### src/rtl/dt_skeleton.sv
// dt_skeleton -- medial-axis (skeleton) extraction over the 128x128x8 distance map.
//
// A raster scan visits every pixel. Interior pixels whose distance value is
// non-zero and not smaller than any neighbour are marked as skeleton pixels.
// Marks are packed 16 per word (leftmost column in the MSB) and written to a
// 1024x16 skeleton memory. The block also keeps a running skeleton-pixel count.
//
// Build option:
//   DT_SKE_EIGHT_NBR_EN  defined   -> 8-neighbour test (NW, N, NE, W, E, SW, S, SE)
//   DT_SKE_EIGHT_NBR_EN  undefined -> 4-neighbour test (N, W, E, S)
module dt_skeleton (
  input  logic        clk,
  input  logic        reset,
  input  logic        start,
  output logic        busy,
  output logic        done,
  output logic        res_rd,
  output logic [13:0] res_addr,
  input  logic [7:0]  res_di,
  output logic        ske_wr,
  output logic [9:0]  ske_addr,
  output logic [15:0] ske_do,
  output logic [13:0] ske_cnt
);

  // Index of the last neighbour in the read sequence.
`ifdef DT_SKE_EIGHT_NBR_EN
  localparam logic [2:0] NBR_LAST = 3'd7;
`else
  localparam logic [2:0] NBR_LAST = 3'd3;
`endif

  localparam logic [13:0] POS_LAST = 14'h3FFF;

  typedef enum logic [2:0] {
    S_IDLE,
    S_CEN,
    S_CHK,
    S_NBR,
    S_PUT,
    S_FIN
  } state_t;

  state_t       state_q;
  state_t       state_d;

  logic [13:0]  pos_q;       // pixel currently being classified
  logic [7:0]   cen_q;       // centre value of the current pixel
  logic         ge_q;        // centre >= every neighbour compared so far
  logic [2:0]   idx_q;       // neighbour whose data is arriving in NBR
  logic [15:0]  sreg_q;      // packing shift register, newest pixel in bit 0
  logic [13:0]  cnt_q;       // skeleton-pixel count
  logic [13:0]  res_addr_q;  // result-memory address, loaded one cycle ahead

  logic         is_border;
  logic         ge_cmp;
  logic         put_bit;
  logic [13:0]  pos_next;

  // Address of neighbour number idx around an interior pixel. Interior pixels
  // never wrap, so plain offsets on the flat address are exact.
  function automatic logic [13:0] nbr_addr(input logic [13:0] pos,
                                           input logic [2:0]  idx);
    logic [13:0] a;
    a = pos;
`ifdef DT_SKE_EIGHT_NBR_EN
    case (idx)
      3'd0:    a = pos - 14'd129;  // NW
      3'd1:    a = pos - 14'd128;  // N
      3'd2:    a = pos - 14'd127;  // NE
      3'd3:    a = pos - 14'd1;    // W
      3'd4:    a = pos + 14'd1;    // E
      3'd5:    a = pos + 14'd127;  // SW
      3'd6:    a = pos + 14'd128;  // S
      default: a = pos + 14'd129;  // SE
    endcase
`else
    case (idx)
      3'd0:    a = pos - 14'd128;  // N
      3'd1:    a = pos - 14'd1;    // W
      3'd2:    a = pos + 14'd1;    // E
      3'd3:    a = pos + 14'd128;  // S
      default: a = pos;
    endcase
`endif
    return a;
  endfunction

  assign is_border = (pos_q[13:7] == 7'd0) || (pos_q[13:7] == 7'd127) ||
                     (pos_q[6:0]  == 7'd0) || (pos_q[6:0]  == 7'd127);
  assign ge_cmp    = ge_q & (cen_q >= res_di);
  assign pos_next  = pos_q + 14'd1;

  // State register.
  always_ff @(posedge clk) begin
    // NOTE: sequential state uses non-blocking assignments so every flop
    // updates from the values present before the edge.
    if (reset) begin
      state_q <= S_IDLE;
    end else begin
      state_q <= state_d;
    end
  end

  // Next-state logic plus the mark that is shifted in when PUT is entered.
  always_comb begin
    // NOTE: defaults first, so no path through the case leaves a signal
    // unassigned and no latch is inferred.
    state_d = state_q;
    put_bit = 1'b0;
    case (state_q)
      S_IDLE: begin
        if (start) state_d = S_CEN;
      end
      S_CEN: begin
        state_d = is_border ? S_PUT : S_CHK;
      end
      S_CHK: begin
        state_d = (res_di == 8'd0) ? S_PUT : S_NBR;
      end
      S_NBR: begin
        if (idx_q == NBR_LAST) begin
          state_d = S_PUT;
          put_bit = ge_cmp;
        end
      end
      S_PUT: begin
        state_d = (pos_q == POS_LAST) ? S_FIN : S_CEN;
      end
      S_FIN: begin
        state_d = S_IDLE;
      end
      default: begin
        state_d = S_IDLE;
      end
    endcase
  end

  // Datapath: pixel position, centre/compare flags, look-ahead read address,
  // packing register and skeleton counter.
  always_ff @(posedge clk) begin
    if (reset) begin
      pos_q      <= '0;
      cen_q      <= '0;
      ge_q       <= 1'b0;
      idx_q      <= '0;
      sreg_q     <= '0;
      cnt_q      <= '0;
      res_addr_q <= '0;
    end else begin
      case (state_q)
        S_IDLE: begin
          if (start) begin
            pos_q      <= '0;
            res_addr_q <= '0;
          end
        end
        S_CEN: begin
          // Centre is being read now; queue the first neighbour for CHK.
          if (!is_border) res_addr_q <= nbr_addr(pos_q, 3'd0);
        end
        S_CHK: begin
          cen_q      <= res_di;
          ge_q       <= 1'b1;
          idx_q      <= 3'd0;
          res_addr_q <= nbr_addr(pos_q, 3'd1);
        end
        S_NBR: begin
          ge_q  <= ge_cmp;
          idx_q <= idx_q + 3'd1;
          // While neighbour k arrives, neighbour k+1 is on the bus; queue k+2.
          if (idx_q < NBR_LAST - 3'd1) res_addr_q <= nbr_addr(pos_q, idx_q + 3'd2);
        end
        S_PUT: begin
          if (pos_q != POS_LAST) begin
            pos_q      <= pos_next;
            res_addr_q <= pos_next;
          end
        end
        default: begin
        end
      endcase

      if (state_q == S_IDLE && start) begin
        sreg_q <= '0;
        cnt_q  <= '0;
      end else if (state_d == S_PUT) begin
        sreg_q <= {sreg_q[14:0], put_bit};
        cnt_q  <= cnt_q + {13'd0, put_bit};
      end
    end
  end

  // Output decode from the current state and datapath registers.
  always_comb begin
    busy     = (state_q != S_IDLE) && (state_q != S_FIN);
    done     = (state_q == S_FIN);
    res_rd   = 1'b0;
    res_addr = res_addr_q;
    ske_wr   = (state_q == S_PUT) && (pos_q[3:0] == 4'hF);
    ske_addr = ske_wr ? pos_q[13:4] : 10'd0;
    ske_do   = ske_wr ? sreg_q : 16'd0;
    ske_cnt  = cnt_q;
    case (state_q)
      S_CEN:   res_rd = !is_border;
      S_CHK:   res_rd = (res_di != 8'd0);
      S_NBR:   res_rd = (idx_q != NBR_LAST);
      default: res_rd = 1'b0;
    endcase
  end

endmodule

### config.mk
export PLATFORM = sky130hd
export DESIGN_NAME = dt_skeleton
export DESIGN_NICKNAME = d
export VERILOG_FILES = /design/src/rtl/dt_skeleton.sv
export SDC_FILE = /design/constraint.sdc
export NUM_CORES = 1
export LEC_CHECK = 0
export BUFFER_PORTS_ARGS = -buffer_cell sky130_fd_sc_hd__buf_2
export CAP_MARGIN = 15
export CORE_MARGIN = 8
export CORE_UTILIZATION = 58
export CTS_CLUSTER_DIAMETER = 80
export DETAILED_ROUTE_END_ITERATION = 6
export GPL_TIMING_DRIVEN = 0
export PLACE_DENSITY = 0.81
export SLEW_MARGIN = 10
export SYNTH_ARGS = -nofsm -noshare
export SYNTH_HDL_FRONTEND = slang
export SYNTH_SLANG_ARGS = --single-unit
### constraint.sdc
create_clock -name clk -period 3 [get_ports clk]
set_clock_uncertainty 0.15 [all_clocks]
set_input_delay 0.6 -clock clk [delete_from_list [all_inputs] [get_ports clk]]
set_output_delay 0.6 -clock clk [all_outputs]
set_load 0.05 [all_outputs]
Yosys cells after proc, flatten, opt, wreduce, memory -nomap -nowiden
Cells that the tools add are included.

Add/subtract/negate cells: 7. Magnitude comparators: 2. Equal/unequal tests: 21. Mux-type cells: 20. Bitwise gates (word level): 1. Reduce and logical (&&, ||, !) cells: 20.

Operators with widths (count): 14-bit case mux with 5 select lines (1); 14-bit 2-to-1 mux (4); 14-bit case mux with 4 select lines (1); 14-bit case mux with 2 select lines (1); 16-bit 2-to-1 mux (1); 3-bit by 2-bit equality test with 1-bit output, second input constant (5); 3-bit 2-to-1 mux (5); 3-bit case mux with 5 select lines (1); 14-bit by 1-bit adder with 14-bit output (1); 14-bit by 1-bit adder with 14-bit output, second input constant (1); 14-bit by 8-bit adder with 14-bit output, second input constant (1); 14-bit equality test, second input constant (1); 7-bit equality test, second input constant (2); 7-bit logical NOT (2); 14-bit inequality test, second input constant (1); 14-bit by 1-bit subtractor with 14-bit output, second input constant (1); 14-bit by 8-bit subtractor with 14-bit output, second input constant (1); 10-bit 2-to-1 mux (1); 3-bit equality test, second input constant (3); 8-bit greater-or-equal comparator (1); 8-bit logical NOT (1); 2-bit inequality test, second input constant (4); 8-bit nonzero test (1); 3-bit by 1-bit equality test with 1-bit output, second input constant (2); 21 further kinds (28).

Register bits: 73. Output and inout bits: 58.

Logic depth before layout (Yosys ltp)
Gate-level depths: netlist of run 1.

Word-level depth: 7. Mapped depth: 14. Gate-level depth less buffers: 14.

Worst setup path after synthesis of run 1
No wires, ideal clock.

Path kind: register to output. Start: register state_q[0]. End: output ske_addr[2]. Data arrival time: 2.420 ns. Data required time: 2.250 ns. Setup slack: -0.170 ns. Cell stages (with the launch flop): 6. Buffers on the path: 3. Cells stage by stage: dfxtp_1 buf_2 or3b_2 clkbuf_1 buf_1 nor3_1.

Word-level cells in the longest chain between the ends: 3.

Ends and longest elaborated chain: start, declared (line 44) `state_t state_q;`; start signal, assigned (line 101) `state_q <= state_d;`; 3-bit equality test (line 200) `ske_wr = (state_q == S_PUT) && (pos_q[3:0] == 4'hF);`; 1-bit logical AND (line 200); 10-bit 2-to-1 mux (line 201) `ske_addr = ske_wr ? pos_q[13:4] : 10'd0;`; end, declared (line 21) `output logic [9:0] ske_addr,`.

Every way passes these cells.

Worst setup path in the final report of run 1
Start: register pos_q[7]. End: register res_addr_q[11], in the netlist res_addr[11].

Word-level cells in the longest chain between the ends: 6. Elaborated cells between the ends (all ways): 18. Those cells by class: add/sub (4); eq/ne (4); mux (5); reduce/logical (5).

Ends and longest elaborated chain: start, declared (line 47) `logic [13:0] pos_q;`; start signal, assigned (line 176) `pos_q <= pos_next;`; branches (longest 6 deep; another with 14-bit by 8-bit adder with 14-bit output); end signal, assigned (line 160) `if (!is_border) res_addr_q <= nbr_addr(pos_q, 3'd0);`; end signal, assigned (line 166) `res_addr_q <= nbr_addr(pos_q, 3'd1);`; end signal, assigned (line 172) `if (idx_q < NBR_LAST - 3'd1) res_addr_q <= nbr_addr(pos_q, idx_q + 3'd2);`; end, declared (line 53) `logic [13:0] res_addr_q;`.

Several ways; the timed one is not identified. The select of a mux whose other input is x is not followed. A chain may end at the register's enable or synchronous reset.

==> flow_metrics.py, run 1 <==
metrics = {
    "floorplan": {
        "number_of_placed_i_o_pins": 69,
        "rows": 33,
        "die_w_microns": 109,
        "vertical_die_dimension_microns": 109,
        "core_area_sq_mm": 0.00826,
        "design.die.area_sq_mm": 0.0118,
        "initial_standard_cell_utilization_of_the_core": 0.603,
    },
    "min_path": {
        "min-delay-path-class": "register to register",
        "min_from": "cen_q[0]$_SDFFE_PP0P_",
    },
    "placement": {
        "pre_cts_ws_ns": -0.109,
        "port-buffer-count": 68,
        "dpl.hpwl_microns": 13300,
        "total_cell_area_at_the_placement_stage_sq_mm": 0.00545,
        "place.detailed.instances": 845,
        "gpl.final_weighted_congestion": 0.976,
    },
    "timing": {
        "hold_viol_final": 0,
        "grt_setup_unrepaired": "true",
        "final_worst_setup_slack_ns": -0.0103,
        "timing.final.crit_share": 1.00,
        "finalWorstPathRequiredPeriod_ns": 3.01,
        "final-max-slew-violation-count": 0,
        "finalSetupViolations": 1,
        "timing_worst_slew_pin_value_ns": 0.866,
        "max_freq_mhz": 332,
        "headroom_to_the_max_slew_limit": 0.421,
    },
    "detailed_routing": {
        "post_drt_wl_per_cell_microns": 20.8,
        "met2RoutedLength_microns": 8160,
        "route.met3.wl_microns": 1870,
        "detail_route.first_pass.iterations": 7,
        "totalWireLength_microns": 17900,
        "detail_route.drc_violations": 1,
        "drt_antenna_net_count": 0,
        "initialDrtViolationCount": 479,
        "post_drt_via_cell_ratio": 6.59,
        "route.layer.met1.wl_microns": 7270,
        "maxUsedRoutingLayer": "met4",
        "num_vias": 5670,
    },
    "layout": {
        "num_antenna_cells": 0,
        "final_area_sq_mm": 0.00575,
        "final_layout_size_suffix_gt1_frac": 0.195,
        "flow.area_growth_from_synthesis_pct": 15.4,
        "post_layout_nonfiller_instances": 860,
        "utilization": 0.696,
        "nNetsFinal": 783,
    },
    "clock_network": {
        "clk_transition_reported_paths_ns": 0.09,
        "cts_inserted_buffers": 9,
        "clock_tree.root_cell": "sky130_fd_sc_hd__clkbuf_8",
        "cts_max_path_bufs": 2,
        "clkSinkCount": 73,
        "cts_tree": "yes",
        "htreeDepth": 3,
        "worstSkewPairLatency_ns": 0.36,
    },
    "setup_path": {
        "critical_path.startpoint": "pos_q[7]$_SDFFE_PP0P_",
        "required_time_of_the_critical_path_ns": 3.07,
        "path_cells": "clkinv_2, ha_1, or3b_1, a221oi_1, nor2_1, o311a_1, o31ai_1, a21oi_1",
        "crit_arrival_ns": 3.08,
        "worst_path_dominant_cell_family": "compound AO/OA/AOI/OAI gates",
        "cpPeakStageDelay_ns": 0.55,
        "timing.critical_path.slowest_stage_cell": "sky130_fd_sc_hd__o31ai_1",
        "capturing_element_type_of_the_critical_path": "register",
        "cp.buffers_inverters": 1,
        "timing.critical_path.fanout_max": 9,
        "timing.critical_path.from_type": "register",
        "critical_path_class": "register to register",
        "rr_startpoint": "pos_q[7]$_SDFFE_PP0P_",
    },
    "synth": {
        "synth-xor-area-share": 0.0317,
        "basic_gate_share_of_the_synthesized_area_counting_and_or_nand_and_nor_cells": 0.292,
        "synth.largest_area_cell": "sky130_fd_sc_hd__dfxtp_1",
        "yosys-mux-area-fraction": 0.00427,
        "syn_area_per_cell_sq_um": 7.41,
        "synth_seq_cells": 73,
        "main_combinational_cell_family_by_area_after_synthesis": "simple AND/OR/NAND/NOR gates",
        "synth_enable_flop_cells": 0,
        "yosysUniqueCellTypes": 69,
        "synthesis.instances": 672,
        "async_flop_share": 0,
        "synth_compound_gate_area_share": 0.253,
        "synth_adder_area_share": 0.0553,
        "synth_top_area_frac": 0.294,
        "syn-num-nets": 705,
        "synth_area_sq_mm": 0.00498,
        "yosysSeqAreaShare": 0.294,
        "post_synth_main_area_contributors": "sky130_fd_sc_hd__dfxtp_1 (29%), sky130_fd_sc_hd__a21oi_1 (8.0%), sky130_fd_sc_hd__nand2_1 (6.9%)",
        "yosysWarnings": 0,
        "synth_top_flop_cell": "sky130_fd_sc_hd__dfxtp_1",
    },
    "global_route": {
        "grt_start_max_net_pins": 15,
        "initial_antenna_violation_count": 0,
        "grt_first_pass_wirelength_microns": 27500,
        "first_global_vias": 5354,
        "global_route.overflow_total": 0,
        "grtUsageTotal": 0.296,
    },
    "power_and_ir_drop": {
        "total_leakage_power_nw": 2.39,
        "highest_ir_drop_seen_on_vdd_uv": 270,
        "power_density_over_the_cells_mw_per_mm2": 334,
        "power_mw": 1.92,
    },
    "flow_run": {
        "drv.max_cap_violation_count": 0,
    },
    "outcome": {
        "failing_checks": "design-rule violations, negative setup slack",
        "status": "complete, but fails checks",
    },
}
## power by group
group | internal [mW] | switching [mW]
clock | 0.302 | 0.411
combinational | 0.0656 | 0.164
sequential | 0.972 | 0.00320
total | 1.34 | 0.578
## routing by layer
| layer | vias up | global-route usage |
|---|---|---|
| li1 | 2616 | - |
| met2 | 353 | 0.468 |
| met5 | - | 0 |
| met4 | 0 | 0.150 |
| met1 | 2642 | 0.373 |
| met3 | 59 | 0.0614 |
## sequential cells by signal (all words and copies together), names as in the netlist
register	count
sreg_q	16
ske_cnt	14
state_q	3
res_addr	14
idx_q	3
ge_q	1
pos_q	14
cen_q	8
## through the flow
step                TNS (ns)  hold slack [ns]
detailed placement    -0.988            0.296
CTS                        0            0.307
global route          -0.548            0.331
global placement      -0.730            0.289
finish               -0.0103            0.306
floorplan              -1.02            0.282
## cell usage after synthesis (6+ instances only)
cell type / instances
sky130_fd_sc_hd__nor3_1: 16
sky130_fd_sc_hd__o31ai_1: 8
sky130_fd_sc_hd__inv_1: 25
sky130_fd_sc_hd__nand4_1: 12
sky130_fd_sc_hd__nand2b_1: 8
sky130_fd_sc_hd__a21oi_1: 80
sky130_fd_sc_hd__clkbuf_1: 28
sky130_fd_sc_hd__a32oi_1: 8
sky130_fd_sc_hd__or3_1: 7
sky130_fd_sc_hd__dfxtp_1: 73
sky130_fd_sc_hd__xor2_1: 9
sky130_fd_sc_hd__nand3_1: 24
sky130_fd_sc_hd__a211oi_1: 7
sky130_fd_sc_hd__buf_2: 19
sky130_fd_sc_hd__ha_1: 22
sky130_fd_sc_hd__nor4_1: 10
sky130_fd_sc_hd__and2_1: 6
sky130_fd_sc_hd__nor2_1: 50
sky130_fd_sc_hd__a221oi_1: 13
sky130_fd_sc_hd__xnor2_1: 9
sky130_fd_sc_hd__and3_1: 32
sky130_fd_sc_hd__nand2_1: 91
sky130_fd_sc_hd__o21ai_0: 18
## worst paths after layout
path | to | depth (start not counted) | slack, ns
max | res_addr[11]$_SDFFE_PP0P_ | 8 | -0.01
min reg2reg | cen_q[0]$_SDFFE_PP0P_ | 2 | 0.31
min | cen_q[0]$_SDFFE_PP0P_ | 2 | 0.31
max reg2reg | res_addr[11]$_SDFFE_PP0P_ | 8 | -0.01
## repair_timing
action | CTS | global route
setup endpoints to repair | 30 | 35
buffers inserted | 0 | 1
hold buffers | 0 | 0
pin swaps | 2 | 1
resized for setup | 21 | 27
## cell families (layout without fill, tap and decap cells)
logic type | after synthesis | in the layout
and+or+nand+nor | 285 | 285
DFF | 73 | 73
AOI/OAI and AO/OA | 190 | 190
muxes | 2 | 2
xor gates and xnor gates | 18 | 18
buffers and inverters | 82 | 165
adders and majority gates | 22 | 22
## worst min-delay path, delay by kind of cell (launching register included)
family,cells,cell delay (ns)
compound gates,1,0.05
flops,1,0.31
simple gates,1,0.05
## cell type report
cell class	instances	area [sq um]
multi-input cells	517	3250
fillers	693	2510
flip-flops and latches	73	1470
repair buffers	69	357
plain buffers	51	260
well taps	105	131
clock buffers	10	128
inverters	29	115
clock inverters	6	42.5
## cells in the final DEF, fill, tap and decap left out, drive strengths merged, types with 7 or more instances in the layout
cell and instances:
a211oi 8, a21oi 81, a221oi 13, a32oi 8, and2 7, and3 32, buf 95, clkbuf 35
dfxtp 73, ha 22, inv 26, nand2 92, nand2b 8, nand3 24, nand4 12, nor2 50
nor3 17, nor4 10, o21ai 20, o31ai 8, or3 7, xnor2 9, xor2 9
(Power assumes the default switching activity.)
==> run 2: changes to the inputs <==
==> constraint.sdc (replaced) <==
create_clock -name clk -period 3 [get_ports clk]
set_clock_uncertainty 0.15 [all_clocks]
set_input_delay 0.45 -clock clk [delete_from_list [all_inputs] [get_ports clk]]
set_output_delay 0.45 -clock clk [all_outputs]
set_load 0.05 [all_outputs]
==> run 2 against run 1 <==
The run ends with negative setup slack left. Worst hold slack got worse by 0.12 ns. Critical path depth rose by 1. Sequential power barely moved. Sequential share of layout area rose by 0.25 points. Clock-buffer cell count did not move. Setup slack got worse by 0.044 ns. Die area did not move. Utilization fell by 0.85 points. Design area fell by 1.2%. Via count rose by 0.19%. Global-route usage did not move.
==> flow_metrics.py, run 2 (synthesis gave the netlist of run 1 again) <==
metrics = {
    "global_route": {
        "global_route.overflow_total": 0,
        "grtUsageTotal": 0.296,
        "first_global_vias": 5346,
        "grt_first_pass_wirelength_microns": 27500,
        "initial_antenna_violation_count": 0,
        "grt_start_max_net_pins": 15,
    },
    "placement": {
        "pre_cts_ws_ns": -0.0909,
        "place.detailed.instances": 845,
        "gpl.final_weighted_congestion": 0.976,
        "dpl.hpwl_microns": 13300,
        "total_cell_area_at_the_placement_stage_sq_mm": 0.00545,
        "port-buffer-count": 68,
    },
    "layout": {
        "post_layout_nonfiller_instances": 859,
        "nFillCells": 710,
        "largest_register_ff_count": 16,
        "num_antenna_cells": 0,
        "area_of_the_multi_input_gates_sq_mm": 0.00322,
        "regMostFlops": "sreg_q",
        "area.sequential_sq_mm": 0.00146,
        "flow.area_growth_from_synthesis_pct": 14.0,
        "layout.cells.most_common": "sky130_fd_sc_hd__nand2_1",
        "most-common-layout-cells": "sky130_fd_sc_hd__nand2_1 (91), sky130_fd_sc_hd__buf_2 (88), sky130_fd_sc_hd__a21oi_1 (79)",
        "final_area_sq_mm": 0.00568,
        "nNetsFinal": 782,
        "final_layout_size_suffix_gt1_frac": 0.178,
    },
    "setup_path": {
        "timing.critical_path.fanout_max": 10,
        "crit_arrival_ns": 3.20,
        "required_time_of_the_critical_path_ns": 3.14,
        "r2r-end": "res_addr[4]$_SDFFE_PP0P_",
        "register_to_register_setup_slack_ns": -0.05,
        "rr_startpoint": "idx_q[0]$_SDFFE_PP0N_",
        "worstRegToRegCells": 9,
        "timing.critical_path.from_type": "register",
        "capturing_element_type_of_the_critical_path": "register",
        "critical_path_class": "register to register",
    },
    "timing": {
        "hold_viol_final": 0,
        "final_worst_setup_slack_ns": -0.0542,
        "finalSetupViolations": 3,
        "headroom_to_the_max_slew_limit": 0.163,
        "final-max-slew-violation-count": 0,
        "max_freq_mhz": 327,
        "grt_setup_unrepaired": "true",
        "finalWorstPathRequiredPeriod_ns": 3.05,
        "setup_total_negative_slack_ns": -0.0984,
        "timing.final.crit_share": 1.02,
        "timing_worst_slew_pin_value_ns": 1.25,
    },
    "floorplan": {
        "design.die.area_sq_mm": 0.0118,
        "die_w_microns": 109,
        "rows": 33,
        "core_area_sq_mm": 0.00826,
        "vertical_die_dimension_microns": 109,
        "number_of_placed_i_o_pins": 69,
        "initial_standard_cell_utilization_of_the_core": 0.603,
    },
    "detailed_routing": {
        "drt_antenna_net_count": 0,
        "totalWireLength_microns": 17800,
        "initialDrtViolationCount": 544,
        "detail_route.drc_violations": 0,
        "num_vias": 5681,
        "detail_route.first_pass.iterations": 6,
        "post_drt_wl_per_cell_microns": 20.7,
        "post_drt_via_cell_ratio": 6.61,
    },
    "min_path": {
        "holdPathStages": 3,
        "min_from": "res_di[5]",
        "min-delay-path-class": "input pin to register",
        "worstHoldEndpoint": "cen_q[5]$_SDFFE_PP0P_",
    },
    "clock_network": {
        "cts_max_path_bufs": 2,
        "cts_tree": "yes",
        "clkSinkCount": 73,
        "cts_inserted_buffers": 9,
        "clock_tree.root_cell": "sky130_fd_sc_hd__clkbuf_8",
        "cts.repair_timing.setup_buffer_count": 0,
        "htreeDepth": 3,
        "clk_transition_reported_paths_ns": 0.08,
        "worstSkewPairLatency_ns": 0.37,
    },
    "outcome": {
        "failing_checks": "negative setup slack",
        "status": "complete, but fails checks",
    },
    "power_and_ir_drop": {
        "total_leakage_power_nw": 2.36,
        "power_mw": 1.92,
        "power_density_over_the_cells_mw_per_mm2": 338,
        "highest_ir_drop_seen_on_vdd_uv": 272,
    },
    "flow_run": {
        "drv.max_cap_violation_count": 0,
    },
}
[run 2: changes by cell type in the layout (fill, tap and decap cells not counted), sizes merged]
cell and change:
buf -1, clkinv +1, clkinvlp -1
[run 2: worst max-delay path by stage]
stage                          startpoint                        end  slack (ns)  cells past startpoint
finish              idx_q[0]$_SDFFE_PP0N_   res_addr[4]$_SDFFE_PP0P_       -0.05                      9
floorplan           state_q[0]$_SDFF_PP0_                ske_addr[2]       -0.02                      5
detailed placement  pos_q[7]$_SDFFE_PP0P_   res_addr[9]$_SDFFE_PP0P_       -0.09                      8
global placement    pos_q[7]$_SDFFE_PP0P_  res_addr[11]$_SDFFE_PP0P_        -0.1                      8
global route        idx_q[0]$_SDFFE_PP0N_   res_addr[4]$_SDFFE_PP0P_       -0.10                      9
CTS                 pos_q[1]$_SDFFE_PP0P_                     res_rd       -0.02                      9
[run 2: timing repair]
action | CTS | global route
resized for setup | 10 | 12
hold buffers | 0 | 0
setup endpoints to repair | 30 | 28
[run 2: stage by stage]
step           utilization  hold WS, ns
3_5_place_dp         0.660        0.296
2_1_floorplan            -        0.282
6_report             0.687        0.187
3_3_place_gp         0.660        0.289
5_1_grt              0.687        0.186
4_1_cts              0.683        0.180
[run 2: routing by layer]
metal  GRT usage  routed length [microns]  vias to the layer above
met5           0                        0                        -
met4       0.150                      576                        0
met3      0.0614                     1870                       56
met2       0.468                     8070                      356
met1       0.374                     7250                     2656
li1            -                        -                     2613
[run 2: critical path, stage by stage, from the launching register on]
cell and delay, ns:
sky130_fd_sc_hd__dfxtp_1 0.34, sky130_fd_sc_hd__inv_1 0.12, sky130_fd_sc_hd__ha_1 0.19, sky130_fd_sc_hd__clkbuf_1 0.39
sky130_fd_sc_hd__nor2_1 0.15, sky130_fd_sc_hd__a311oi_1 1.03, sky130_fd_sc_hd__a221oi_1 0.12, sky130_fd_sc_hd__a21oi_1 0.29
sky130_fd_sc_hd__a22oi_1 0.10, sky130_fd_sc_hd__nor2_1 0.11
[run 2: layout make-up]
type / instances / area share
multi-input cells: 517 / 0.567
flip-flops and latches: 73 / 0.258
repair buffers: 68 / 0.0604
plain buffers: 51 / 0.0417
well taps: 105 / 0.0231
clock buffers: 10 / 0.0225
inverters: 29 / 0.0196
clock inverters: 6 / 0.00750
[run 2: report_power, final]
group | internal, mW | total [mW] | leakage [nW] | switching [mW]
logic | 0.0631 | 0.226 | 1.69 | 0.162
clock network | 0.302 | 0.718 | 0.0827 | 0.416
registers | 0.972 | 0.975 | 0.589 | 0.00321
total | 1.34 | 1.92 | 2.36 | 0.582
==> run 3: changes to the inputs <==
==> config.mk (replaced) <==
export PLATFORM = sky130hd
export DESIGN_NAME = dt_skeleton
export DESIGN_NICKNAME = d
export VERILOG_FILES = /design/src/rtl/dt_skeleton.sv
export SDC_FILE = /design/constraint.sdc
export NUM_CORES = 1
export LEC_CHECK = 0
export CAP_MARGIN = 15
export CORE_MARGIN = 8
export CORE_UTILIZATION = 60
export CTS_CLUSTER_DIAMETER = 80
export DETAILED_ROUTE_END_ITERATION = 6
export DONT_BUFFER_PORTS = 1
export GPL_TIMING_DRIVEN = 0
export PLACE_DENSITY = 0.77
export SETUP_SLACK_MARGIN = 0.1
export SLEW_MARGIN = 10
export SYNTH_ARGS = -nofsm -noshare
export SYNTH_HDL_FRONTEND = slang
export SYNTH_SLANG_ARGS = --single-unit
==> run 3 against run 2 <==
The flow finishes with violations (design-rule violations). Utilization rose by 0.43 points. Sequential power rose by 0.6%. Combinational power fell by 3%. Critical path type unchanged. Largest cell class unchanged.
==> flow_metrics.py, run 3 (synthesis gave the netlist of run 1 again) <==
metrics = {
    "clock_network": {
        "worstSkewPairLatency_ns": 0.35,
        "cts_inserted_buffers": 9,
        "cts_tree": "yes",
        "htreeDepth": 3,
        "clock_tree.root_cell": "sky130_fd_sc_hd__clkbuf_8",
        "cts_hold_buffers": 0,
        "cts_max_path_bufs": 2,
        "clk_transition_reported_paths_ns": 0.09,
        "clkSinkCount": 73,
    },
    "detailed_routing": {
        "post_drt_wl_per_cell_microns": 22.8,
        "detail_route.first_pass.iterations": 7,
        "num_vias": 5628,
        "drt_antenna_net_count": 0,
        "totalWireLength_microns": 18200,
        "initialDrtViolationCount": 688,
        "post_drt_via_cell_ratio": 7.05,
        "detail_route.drc_violations": 14,
    },
    "power_and_ir_drop": {
        "highest_ir_drop_seen_on_vdd_uv": 437,
        "internal_power_mw": 1.68,
        "power.switching_fraction": 0.258,
        "power_mw": 2.26,
        "total_leakage_power_nw": 2.16,
        "combinationalPowerShare": 0.097,
        "power.share.clock": 0.468,
        "seq_power_share": 0.435,
        "power_density_over_the_cells_mw_per_mm2": 401,
        "power_switching_mw": 0.581,
    },
    "global_route": {
        "grt_start_max_net_pins": 14,
        "global_route.overflow_total": 0,
        "grt_first_pass_wirelength_microns": 27800,
        "initial_antenna_violation_count": 0,
        "grtUsageTotal": 0.306,
        "first_global_vias": 5229,
    },
    "timing": {
        "grt_setup_unrepaired": "true",
        "timing.final.crit_share": 0.974,
        "max_freq_mhz": 342,
        "timing_worst_slew_pin_value_ns": 1.07,
        "hold_viol_final": 0,
        "setup_total_negative_slack_ns": 0,
        "finalSetupViolations": 0,
        "headroom_to_the_max_slew_limit": 0.287,
        "final-max-slew-violation-count": 0,
        "finalWorstPathRequiredPeriod_ns": 2.92,
    },
    "layout": {
        "regMostFlops": "sreg_q",
        "layout.cells.most_common": "sky130_fd_sc_hd__nand2_1",
        "utilization": 0.692,
        "final_layout_size_suffix_gt1_frac": 0.149,
        "final_area_sq_mm": 0.00563,
        "nNetsFinal": 721,
        "nFillCells": 668,
        "flow.area_growth_from_synthesis_pct": 13.0,
        "num_antenna_cells": 0,
        "most-common-layout-cells": "sky130_fd_sc_hd__nand2_1 (90), sky130_fd_sc_hd__a21oi_1 (80), sky130_fd_sc_hd__dfxtp_1 (72)",
        "largest_register_ff_count": 16,
    },
    "floorplan": {
        "die_w_microns": 107,
        "design.die.area_sq_mm": 0.0115,
        "number_of_placed_i_o_pins": 69,
        "vertical_die_dimension_microns": 107,
        "core_area_sq_mm": 0.00813,
        "rows": 33,
        "initial_standard_cell_utilization_of_the_core": 0.612,
    },
    "setup_path": {
        "required_time_of_the_critical_path_ns": 3.06,
        "worstRegToRegCells": 7,
        "timing.critical_path.fanout_max": 10,
        "critical_path_class": "register to register",
        "crit_arrival_ns": 2.98,
        "timing.critical_path.from_type": "register",
        "capturing_element_type_of_the_critical_path": "register",
    },
    "flow_run": {
        "drv.max_cap_violation_count": 0,
    },
    "placement": {
        "port-buffer-count": 0,
        "total_cell_area_at_the_placement_stage_sq_mm": 0.00514,
        "dpl.hpwl_microns": 13000,
        "gpl.final_weighted_congestion": 1.01,
    },
    "min_path": {
        "min-delay-path-class": "input pin to register",
        "holdPathStages": 2,
    },
    "outcome": {
        "failing_checks": "design-rule violations",
        "status": "complete, but fails checks",
    },
}
run 3: changes by cell type in the layout (fill, tap and decap cells not counted), sizes merged:
cell      before  now
buf           94   30
clkinvlp       2    0
clkinv         7    5
bufinv         0    4
clkbuf        35   38
run 3: worst max-delay path: stages, from the launching register on:
cell,delay [ns]
sky130_fd_sc_hd__dfxtp_1,0.34
sky130_fd_sc_hd__buf_2,0.19
sky130_fd_sc_hd__nor4_1,0.79
sky130_fd_sc_hd__a21boi_0,0.43
sky130_fd_sc_hd__o21ai_0,0.25
sky130_fd_sc_hd__a32oi_1,0.12
sky130_fd_sc_hd__o31ai_1,0.41
sky130_fd_sc_hd__a21oi_1,0.12
run 3: area by class of cell:
class	count	area, sq um	area share
multi-input combinational	517	3350	0.596
sequential	73	1460	0.260
buffer	53	260	0.0463
clock inverter	6	138	0.0245
tap	105	131	0.0234
clock buffer	10	128	0.0227
inverter	29	115	0.0205
timing repair buffer	5	37.5	0.00667
run 3: repair_timing:
action                     4_1_cts  5_1_grt
buffers inserted                 3        2
pin swaps                        2        2
cloned                           0        0
gates resized for setup         49       17
setup endpoints to repair       35       46
run 3: path summary, 6_finish.rpt:
check / to / startpoint / slack (ns)
max: res_addr[11]$_SDFFE_PP0P_ / pos_q[1]$_SDFFE_PP0P_ / 0.08
min: cen_q[4]$_SDFFE_PP0P_ / res_di[4] / 0.07
min reg2reg: cen_q[7]$_SDFFE_PP0P_ / cen_q[7]$_SDFFE_PP0P_ / 0.32
max reg2reg: res_addr[11]$_SDFFE_PP0P_ / pos_q[1]$_SDFFE_PP0P_ / 0.08
run 3: per-layer routing:
| layer | part of all wire | up-vias | track usage |
|---|---|---|---|
| li1 | - | 2482 | - |
| met1 | 0.39 | 2663 | 0.377 |
| met4 | 0.043 | 0 | 0.162 |
| met3 | 0.13 | 79 | 0.0990 |
| met5 | 0 | - | 0 |
| met2 | 0.44 | 404 | 0.465 |
run 3: through the flow:
step                cells  setup slack, ns  hold slack (ns)
global route          798           0.0109           0.0651
floorplan             672          -0.0198            0.282
finish                798           0.0792           0.0740
CTS                   796           0.0553           0.0619
detailed placement    777           -0.111            0.309
global placement      777           -0.503            0.288
run 3: power by group through the flow:
stage                     clock network [mW]  registers (mW)  logic [mW]
final                                   1.06           0.981       0.220
after global routing                    1.09           0.981       0.230
after CTS                               1.06           0.980       0.206
after detailed placement                   0            1.00       0.196
after global placement                     0            1.00       0.191
after floorplan                            0            1.00       0.139
